<file path="src/rtl/instr_prefetch.sv">
// Instruction prefetch queue: fetches words from a combinational ROM into a small FIFO
// and presents them in order to decode, with redirect flush and synchronous reset.
module instr_prefetch #(
  parameter int unsigned           ADDR_WIDTH = 8,
  parameter int unsigned           DEPTH      = 4,
  parameter logic [ADDR_WIDTH-1:0] RESET_PC   = '0
) (
  input  logic                    clock,
  input  logic                    reset,
  input  logic                    enable,
  output logic [ADDR_WIDTH-1:0]   rom_address,
  input  logic [31:0]             rom_data,
  input  logic                    redirect,
  input  logic [ADDR_WIDTH-1:0]   redirect_pc,
  output logic                    out_valid,
  input  logic                    out_ready,
  output logic [31:0]             out_instr,
  output logic [ADDR_WIDTH-1:0]   out_pc,
  output logic [$clog2(DEPTH):0]  count
);

  localparam int unsigned PtrW = $clog2(DEPTH);
  localparam int unsigned CntW = PtrW + 1;

  localparam logic [ADDR_WIDTH-1:0] PcOne   = 1;
  localparam logic [PtrW-1:0]       PtrOne  = 1;
  localparam logic [CntW-1:0]       CntOne  = 1;
  localparam logic [CntW-1:0]       CntFull = CntW'(DEPTH);

  logic [ADDR_WIDTH-1:0] fetch_pc_q, fetch_pc_d;
  logic [PtrW-1:0]       rd_ptr_q, rd_ptr_d;
  logic [PtrW-1:0]       wr_ptr_q, wr_ptr_d;
  logic [CntW-1:0]       count_q, count_d;

  logic [31:0]           mem_instr_q [DEPTH];
  logic [ADDR_WIDTH-1:0] mem_pc_q    [DEPTH];

  logic push, pop, full;

  assign rom_address = fetch_pc_q;
  assign count       = count_q;
  assign out_instr   = mem_instr_q[rd_ptr_q];
  assign out_pc      = mem_pc_q[rd_ptr_q];

  always_comb begin
    out_valid  = (count_q != '0) && !redirect;
    pop        = out_valid && out_ready;
    full       = (count_q == CntFull);
    // A full queue still accepts a new word when the head leaves in the same cycle.
    push       = enable && !redirect && (!full || pop);

    fetch_pc_d = fetch_pc_q;
    rd_ptr_d   = rd_ptr_q;
    wr_ptr_d   = wr_ptr_q;
    count_d    = count_q;

    if (redirect) begin
      fetch_pc_d = redirect_pc;
      rd_ptr_d   = '0;
      wr_ptr_d   = '0;
      count_d    = '0;
    end else begin
      if (push) begin
        wr_ptr_d   = wr_ptr_q + PtrOne;
        fetch_pc_d = fetch_pc_q + PcOne;
      end
      if (pop) begin
        rd_ptr_d = rd_ptr_q + PtrOne;
      end
      if (push && !pop) begin
        count_d = count_q + CntOne;
      end else if (pop && !push) begin
        count_d = count_q - CntOne;
      end
    end
  end

  always_ff @(posedge clock) begin
    if (!reset) begin
      fetch_pc_q <= RESET_PC;
      rd_ptr_q   <= '0;
      wr_ptr_q   <= '0;
      count_q    <= '0;
      for (int i = 0; i < int'(DEPTH); i++) begin
        mem_instr_q[i] <= '0;
        mem_pc_q[i]    <= '0;
      end
    end else begin
      fetch_pc_q <= fetch_pc_d;
      rd_ptr_q   <= rd_ptr_d;
      wr_ptr_q   <= wr_ptr_d;
      count_q    <= count_d;
      if (push) begin
        mem_instr_q[wr_ptr_q] <= rom_data;
        mem_pc_q[wr_ptr_q]    <= fetch_pc_q;
      end
    end
  end

endmodule

</file>
<file path="config.mk">
export PLATFORM = sky130hd
export DESIGN_NAME = instr_prefetch
export DESIGN_NICKNAME = d
export VERILOG_FILES = /design/src/rtl/instr_prefetch.sv
export SDC_FILE = /design/constraint.sdc
export NUM_CORES = 1
export LEC_CHECK = 0
export ABC_AREA = 1
export BUFFER_PORTS_ARGS = -buffer_cell sky130_fd_sc_hd__buf_2
export CORE_MARGIN = 5
export CORE_UTILIZATION = 35
export DETAILED_ROUTE_END_ITERATION = 8
export MAX_ROUTING_LAYER = met4
export PLACE_DENSITY = 0.56
export SYNTH_ARGS = -nofsm -noshare
export SYNTH_HDL_FRONTEND = slang
export SYNTH_SLANG_ARGS = --single-unit
export TNS_END_PERCENT = 1
</file>
<file path="constraint.sdc">
create_clock -name clock -period 5.7 [get_ports clock]
set_input_delay 0 -clock clock [delete_from_list [all_inputs] [get_ports clock]]
set_output_delay 0 -clock clock [all_outputs]
set_load 0.05 [all_outputs]
</file>
==> flow_summary.yaml, run 1 <==
floorplanning:
  die_area_sq_um: 25000
  die_w_microns: 158
  top_level_ports: 97
  rows: 54
  chipHeight_microns: 158
  effective_utilization_at_floorplan: 0.354
  core_area_sq_um: 21700
drt:
  wirelength_mm: 19.0
  routed_via_density: 4.82
  drt-initial-drc-count: 431
  route.detailed.wl_per_inst_microns: 16.3
  remaining_drc_errors: 0
  dr.pass1.iters: 4
  via_count: 5621
  ant_nets: 0
status:
  outcome: "complete, no violations"
pwr:
  combinational_power_share: 0.100
  switching_portion_of_total_power: 0.247
  vdd_drop_max_mv: 0.194
  power.share.clock: 0.397
  power_per_cell_area_nw_per_um2: 316
  seq_power_share: 0.503
  total_switching_power_mw: 0.736
  internal_power_mw: 2.24
  static-leakage-power_nw: 4.02
worst_setup_path:
  ws_path_type: "flop to flop"
  start_kind: "flop"
  timing.critical_path.slowest_stage_cell: "sky130_fd_sc_hd__nand2_2"
  crit_path_cell_trace: "nor2_1 > o211ai_2 > nand2_4 > nor2_8 > nand2_1 > nand2_2"
  critical-path-max-stage-delay_ns: 0.84
  worst_ep_required_time_ns: 5.75
  cp_max_fo: 41
  data_arrival_time_at_the_worst_slack_endpoint_ns: 2.95
  timing.critical_path.to_type: "flop"
yosys:
  synth-warning-count: 0
  synth_sequential_area_ratio: 0.670
  postSynthRegisterBits: 177
  syn-cell-area_sq_um: 7680
  netlist-cell-type-count: 26
  synth_nets: 801
  synthesis.instances: 753
  synth_area_per_cell_sq_um: 10.2
sta:
  slew_violations: 0
  finalSetupViolCount: 0
  finalHoldViolCount: 0
  final_critical_path_setup_slack_ns: 2.79
  rsz0062_at_grt: "no"
  post-route-min-period_ns: 2.91
  slew-limit-headroom: 0.297
  max_freq_mhz: 344
  finalCritPeriodShare: 0.510
  timing_worst_slew_pin_value_ns: 1.05
  worst_clock_skew_ns: 0.00727
  totalNegativeSetupSlack_ns: 0
cells_and_area:
  layout.cells.most_common: "sky130_fd_sc_hd__nor2_1"
  diodes: 0
  postLayoutCellArea_sq_um: 9430
  final_core_utilization: 0.435
  area_growth_syn_to_layout_pct: 22.8
  number_of_nets_in_the_final_layout: 923
  layout.cells.most_common_list: "214 x sky130_fd_sc_hd__nor2_1, 160 x sky130_fd_sc_hd__edfxtp_1, 96 x sky130_fd_sc_hd__buf_2"
  proportion_of_layout_cells_with_a_drive_suffix_above_1: 0.165
run:
  drv.max_cap_violation_count: 0
clock_tree:
  max-clock-path-buffers: 2
  cts-htree-levels: 4
  cts.sink_count: 177
  clock_tree_from_tritoncts: "done"
  clock_latency_ns: 0.43
  root_cell_of_the_clock_tree: "sky130_fd_sc_hd__clkbuf_16"
  cts_inserted_buffers: 17
  post_cts.resized_instances: 0
  clk_transition_reported_paths_ns: 0.06
grt:
  globalRoute.totalOverflow: 0
  globalRouteTotalUtil: 0.162
  grt_pass1_wl_mm: 30.4
  grt_max_degree: 82
  first_global_vias: 5834
  antenna_found_initial: 0
placed_design:
  place_hpwl_mm: 10.9
  post_place_setup_slack_ns: 2.75
  port_buffers: 96
  dpl-instance-area_sq_um: 8410
  gp_congestion: 0.741
min_path:
  worstHoldPathType: "primary input to flop"
## kinds of logic (layout without fill, tap and decap cells)
family | after synthesis | after routing | share of synthesized area
simple gates | 316 | 316 | 0.160
flops | 177 | 177 | 0.670
compound gates | 146 | 146 | 0.103
buf+inv | 109 | 243 | 0.0582
fa+ha+maj | 3 | 3 | 0.00586
xor+xnor | 2 | 2 | 0.00228
## power by group through the flow
stage / Combinational, mW / Sequential [mW] / Clock (mW)
6_report: 0.298 / 1.50 / 1.18
3_5_place_dp: 0.279 / 1.52 / 0
4_1_cts: 0.302 / 1.50 / 1.20
3_3_place_gp: 0.277 / 1.52 / 0
5_1_grt: 0.324 / 1.50 / 1.26
2_1_floorplan: 0.176 / 1.54 / 0
## synth_stat cells
| master | number | area [sq um] |
|---|---|---|
| sky130_fd_sc_hd__buf_2 | 3 | 15.0 |
| sky130_fd_sc_hd__nor3_1 | 1 | 5.00 |
| sky130_fd_sc_hd__xor2_1 | 1 | 8.76 |
| sky130_fd_sc_hd__o22ai_1 | 40 | 250 |
| sky130_fd_sc_hd__edfxtp_1 | 160 | 4800 |
| sky130_fd_sc_hd__dfxtp_1 | 17 | 340 |
| sky130_fd_sc_hd__clkinv_1 | 2 | 7.51 |
| sky130_fd_sc_hd__xnor2_1 | 1 | 8.76 |
| sky130_fd_sc_hd__o21a_1 | 1 | 7.51 |
| sky130_fd_sc_hd__nor2_1 | 214 | 803 |
| sky130_fd_sc_hd__nand2_4 | 1 | 11.3 |
| sky130_fd_sc_hd__inv_1 | 63 | 236 |
| sky130_fd_sc_hd__nand3_1 | 15 | 75.1 |
| sky130_fd_sc_hd__nand2_1 | 83 | 312 |
| sky130_fd_sc_hd__fa_1 | 1 | 20.0 |
| sky130_fd_sc_hd__nor2_8 | 1 | 20.0 |
| sky130_fd_sc_hd__buf_4 | 3 | 22.5 |
| sky130_fd_sc_hd__clkbuf_1 | 35 | 131 |
| sky130_fd_sc_hd__buf_8 | 2 | 30.0 |
| sky130_fd_sc_hd__o211ai_2 | 1 | 12.5 |
| sky130_fd_sc_hd__o31ai_1 | 1 | 7.51 |
| sky130_fd_sc_hd__ha_1 | 2 | 25.0 |
| sky130_fd_sc_hd__inv_2 | 1 | 3.75 |
| sky130_fd_sc_hd__o21ai_0 | 91 | 455 |
| sky130_fd_sc_hd__nand4_1 | 1 | 6.26 |
| sky130_fd_sc_hd__a21oi_1 | 12 | 60.1 |
## layout make-up
type | count | area (sq um)
fillers | 2093 | 12300
flip-flops and latches | 177 | 5150
multi-input cells | 467 | 2130
repair buffers | 146 | 963
clock buffers | 17 | 425
well taps | 280 | 350
inverters | 66 | 248
clock inverters | 14 | 164
## critical path: cells and delay by family (launching register included)
family,cells,cell delay (ns)
AO/OA/AOI/OAI,1,0.09
flip-flops,1,0.40
AND/OR/NAND/NOR,5,2.00
## final timing paths
kind	from	end	slack (ns)	cells after the start
worst max-delay path	count[0]$_SDFFE_PP0P_	mem_instr_q[0][19]$_SDFFCE_PN0P_	2.79	6
worst min-delay path	out_ready	rd_ptr_q[0]$_SDFFE_PP0N_	0.02	5
worst max register to register	count[0]$_SDFFE_PP0P_	mem_instr_q[0][19]$_SDFFCE_PN0P_	2.79	6
worst min register to register	rd_ptr_q[1]$_SDFFE_PP0N_	flop	0.49	1
## metal layers
metal / vias up / wire length, microns / GRT usage
li1: 2786 / - / -
met1: 2721 / 8670 / 0.199
met2: 94 / 9360 / 0.272
met3: 20 / 646 / 0.0265
met4: 0 / 371 / 0.0577
met5: - / 0 / -
## through the flow
step / hold slack [ns] / total power, mW / instances
floorplan: 0.0976 / 1.71 / 753
global route: 0.0433 / 3.08 / 1167
finish: 0.0177 / 2.98 / 1167
CTS: 0.0124 / 3.00 / 1167
global placement: 0.305 / 1.80 / 1093
detailed placement: 0.305 / 1.80 / 1093
## what timing repair did
item	CTS	global route
endpoints found under the hold margin	130	0
setup buffers	0	0
hold buffers	43	0
## sequential cells by signal (all words and copies together), names as in the netlist, named ones only
name / count
rd_ptr_q: 2
rom_address: 8
mem_instr_q: 128
mem_pc_q: 32
wr_ptr_q: 2
count: 3
(Power assumes the default switching activity.)
==> run 2, diff against run 1 <==
--- a/config.mk
+++ b/config.mk
@@ -11,7 +11,7 @@
 export CORE_UTILIZATION = 35
 export DETAILED_ROUTE_END_ITERATION = 8
 export MAX_ROUTING_LAYER = met4
-export PLACE_DENSITY = 0.56
+export PLACE_DENSITY = 0.58
 export SYNTH_ARGS = -nofsm -noshare
 export SYNTH_HDL_FRONTEND = slang
 export SYNTH_SLANG_ARGS = --single-unit
==> constraint.sdc (replaced) <==
create_clock -name clock -period 2.3 [get_ports clock]
set_input_delay 0 -clock clock [delete_from_list [all_inputs] [get_ports clock]]
set_output_delay 0 -clock clock [all_outputs]
set_load 0.05 [all_outputs]
==> run 2 against run 1 <==
Net effect:
- clock skew fell by 0.0025 ns
- core utilization rose by 1.2 points
- register-to-register slack got worse by 2.4 ns
- design area rose by 2.7%
- sequential share of layout area fell by 1.4 points
- die area did not move
- sequential cell count did not move
- worst hold slack improved by 0.025 ns
- cell count rose by 1.3%
- sequential power rose by 150%
- clock power rose by 150%
==> flow_summary.yaml, run 2 (synthesized netlist as in run 1, its figures left out) <==
worst_setup_path:
  data_arrival_time_at_the_worst_slack_endpoint_ns: 2.02
  cp_max_fo: 22
  timing.critical_path.to_type: "primary output"
  worst_ep_required_time_ns: 2.30
  ws_path_type: "flop to primary output"
  start_kind: "flop"
cells_and_area:
  biggest_register: "mem_instr_q"
  layout.cells.most_common_list: "213 x sky130_fd_sc_hd__nor2_1, 160 x sky130_fd_sc_hd__edfxtp_1, 92 x sky130_fd_sc_hd__buf_2"
  final_core_utilization: 0.447
  number_of_nets_in_the_final_layout: 938
  diodes: 0
  proportion_of_layout_cells_with_a_drive_suffix_above_1: 0.181
  postLayoutCellArea_sq_um: 9690
  largest_reg_flops: 128
  layout.cells.most_common: "sky130_fd_sc_hd__nor2_1"
  area_growth_syn_to_layout_pct: 26.1
  fillCellCount: 2093
grt:
  antenna_found_initial: 0
  first_global_vias: 5804
  grt_pass1_wl_mm: 30.4
  globalRouteTotalUtil: 0.163
  grt_max_degree: 81
  globalRoute.totalOverflow: 0
sta:
  slew_violations: 0
  final_critical_path_setup_slack_ns: 0.284
  max_freq_mhz: 496
  rsz0062_at_grt: "no"
  post-route-min-period_ns: 2.02
  finalSetupViolCount: 0
  finalHoldViolCount: 0
  finalCritPeriodShare: 0.876
  slew-limit-headroom: 0.623
  worst_clock_skew_ns: 0.00472
  hold_slack_ns: 0.0427
  totalNegativeSetupSlack_ns: 0
  timing_worst_slew_pin_value_ns: 0.566
placed_design:
  dpl-instance-area_sq_um: 8650
  post_place_setup_slack_ns: 0.444
  port_buffers: 96
  place_hpwl_mm: 11.3
  gp_congestion: 0.794
clock_tree:
  post_cts.resized_instances: 0
  cts-htree-levels: 4
  max-clock-path-buffers: 2
  cts_inserted_buffers: 17
  cts.sink_count: 177
  root_cell_of_the_clock_tree: "sky130_fd_sc_hd__clkbuf_16"
  clock_tree_from_tritoncts: "done"
  clock_latency_ns: 0.42
  clk_transition_reported_paths_ns: 0.06
pwr:
  seq_power_share: 0.502
  power.share.clock: 0.392
  combinational_power_share: 0.106
  internal_power_mw: 5.58
  total_switching_power_mw: 1.80
  switching_portion_of_total_power: 0.244
  static-leakage-power_nw: 4.12
  power_per_cell_area_nw_per_um2: 763
  vdd_drop_max_mv: 0.464
floorplanning:
  core_area_sq_um: 21700
  die_area_sq_um: 25000
  rows: 54
  die_w_microns: 158
  effective_utilization_at_floorplan: 0.354
  chipHeight_microns: 158
  top_level_ports: 97
drt:
  dr.pass1.iters: 5
  remaining_drc_errors: 0
  routed_via_density: 4.79
  route.detailed.wl_per_inst_microns: 16.1
  ant_nets: 0
  wirelength_mm: 19.0
  via_count: 5667
  drt-initial-drc-count: 416
run:
  drv.max_cap_violation_count: 0
status:
  outcome: "complete, no violations"
min_path:
  worstHoldPathType: "primary input to flop"
-- run 2: cell count changes in the layout (fill, tap and decap cells not counted), moves of 2 or more --
cell / previous run / this run
sky130_fd_sc_hd__buf_2: 96 / 92
sky130_fd_sc_hd__buf_12: 0 / 9
sky130_fd_sc_hd__buf_4: 7 / 16
sky130_fd_sc_hd__clkinv_2: 5 / 2
sky130_fd_sc_hd__clkinv_4: 2 / 4
sky130_fd_sc_hd__dfxtp_1: 15 / 12
sky130_fd_sc_hd__dfxtp_4: 0 / 2
-- run 2: area by class of cell --
class / count / area, sq um / share of cell area
Tap cell: 280 / 350 / 0.0362
Timing Repair Buffer: 161 / 1200 / 0.124
Multi-Input combinational cell: 467 / 2140 / 0.221
Inverter: 66 / 248 / 0.0256
Clock inverter: 14 / 166 / 0.0172
Sequential cell: 177 / 5160 / 0.532
Clock buffer: 17 / 425 / 0.0439
-- run 2: what timing repair did --
item | 4_1_cts | 5_1_grt
setup buffers | 0 | 0
hold endpoints to repair | 137 | 0
endpoints found under the setup margin | 0 | 0
hold buffers | 44 | 0
-- run 2: power groups by stage --
| stage | registers (mW) | logic [mW] | clock network, mW |
|---|---|---|---|
| 3_3_place_gp | 3.77 | 0.736 | 0 |
| 4_1_cts | 3.71 | 0.798 | 2.96 |
| 3_5_place_dp | 3.78 | 0.738 | 0 |
| 5_1_grt | 3.72 | 0.849 | 3.09 |
| 2_1_floorplan | 3.80 | 0.445 | 0 |
| 6_report | 3.71 | 0.784 | 2.90 |
-- run 2: worst max-delay path, cell delays in order, from the launching register on --
cell and delay [ns]:
sky130_fd_sc_hd__dfxtp_2 0.34, sky130_fd_sc_hd__inv_2 0.31, sky130_fd_sc_hd__buf_4 0.29, sky130_fd_sc_hd__o21ai_0 0.10, sky130_fd_sc_hd__o22ai_1 0.22, sky130_fd_sc_hd__buf_2 0.32
-- run 2: path summary, 6_finish.rpt --
kind | slack, ns | endpoint | start | depth (start not counted)
worst max register to register | 0.40 | rom_address[7]$_SDFFE_PN0P_ | rom_address[2]$_SDFFE_PN0P_ | 10
worst max-delay path | 0.28 | out_instr[4] | flop | 5
worst min register to register | 0.46 | count[2]$_SDFFE_PP0P_ | count[2]$_SDFFE_PP0P_ | 1
worst min-delay path | 0.04 | rom_address[5]$_SDFFE_PN0P_ | redirect | 5
-- run 2: routing by layer --
metal / wire, microns / global-route usage / vias up
met5: 0 / - / -
met4: 228 / 0.0520 / 0
met3: 758 / 0.0254 / 14
met2: 9550 / 0.275 / 98
met1: 8460 / 0.203 / 2743
li1: - / - / 2812
-- run 2: stage by stage --
stage / instances / power (mW)
3_5_place_dp: 1107 / 4.51
2_1_floorplan: 753 / 4.25
6_report: 1182 / 7.39
4_1_cts: 1182 / 7.46
5_1_grt: 1182 / 7.66
3_3_place_gp: 1107 / 4.51
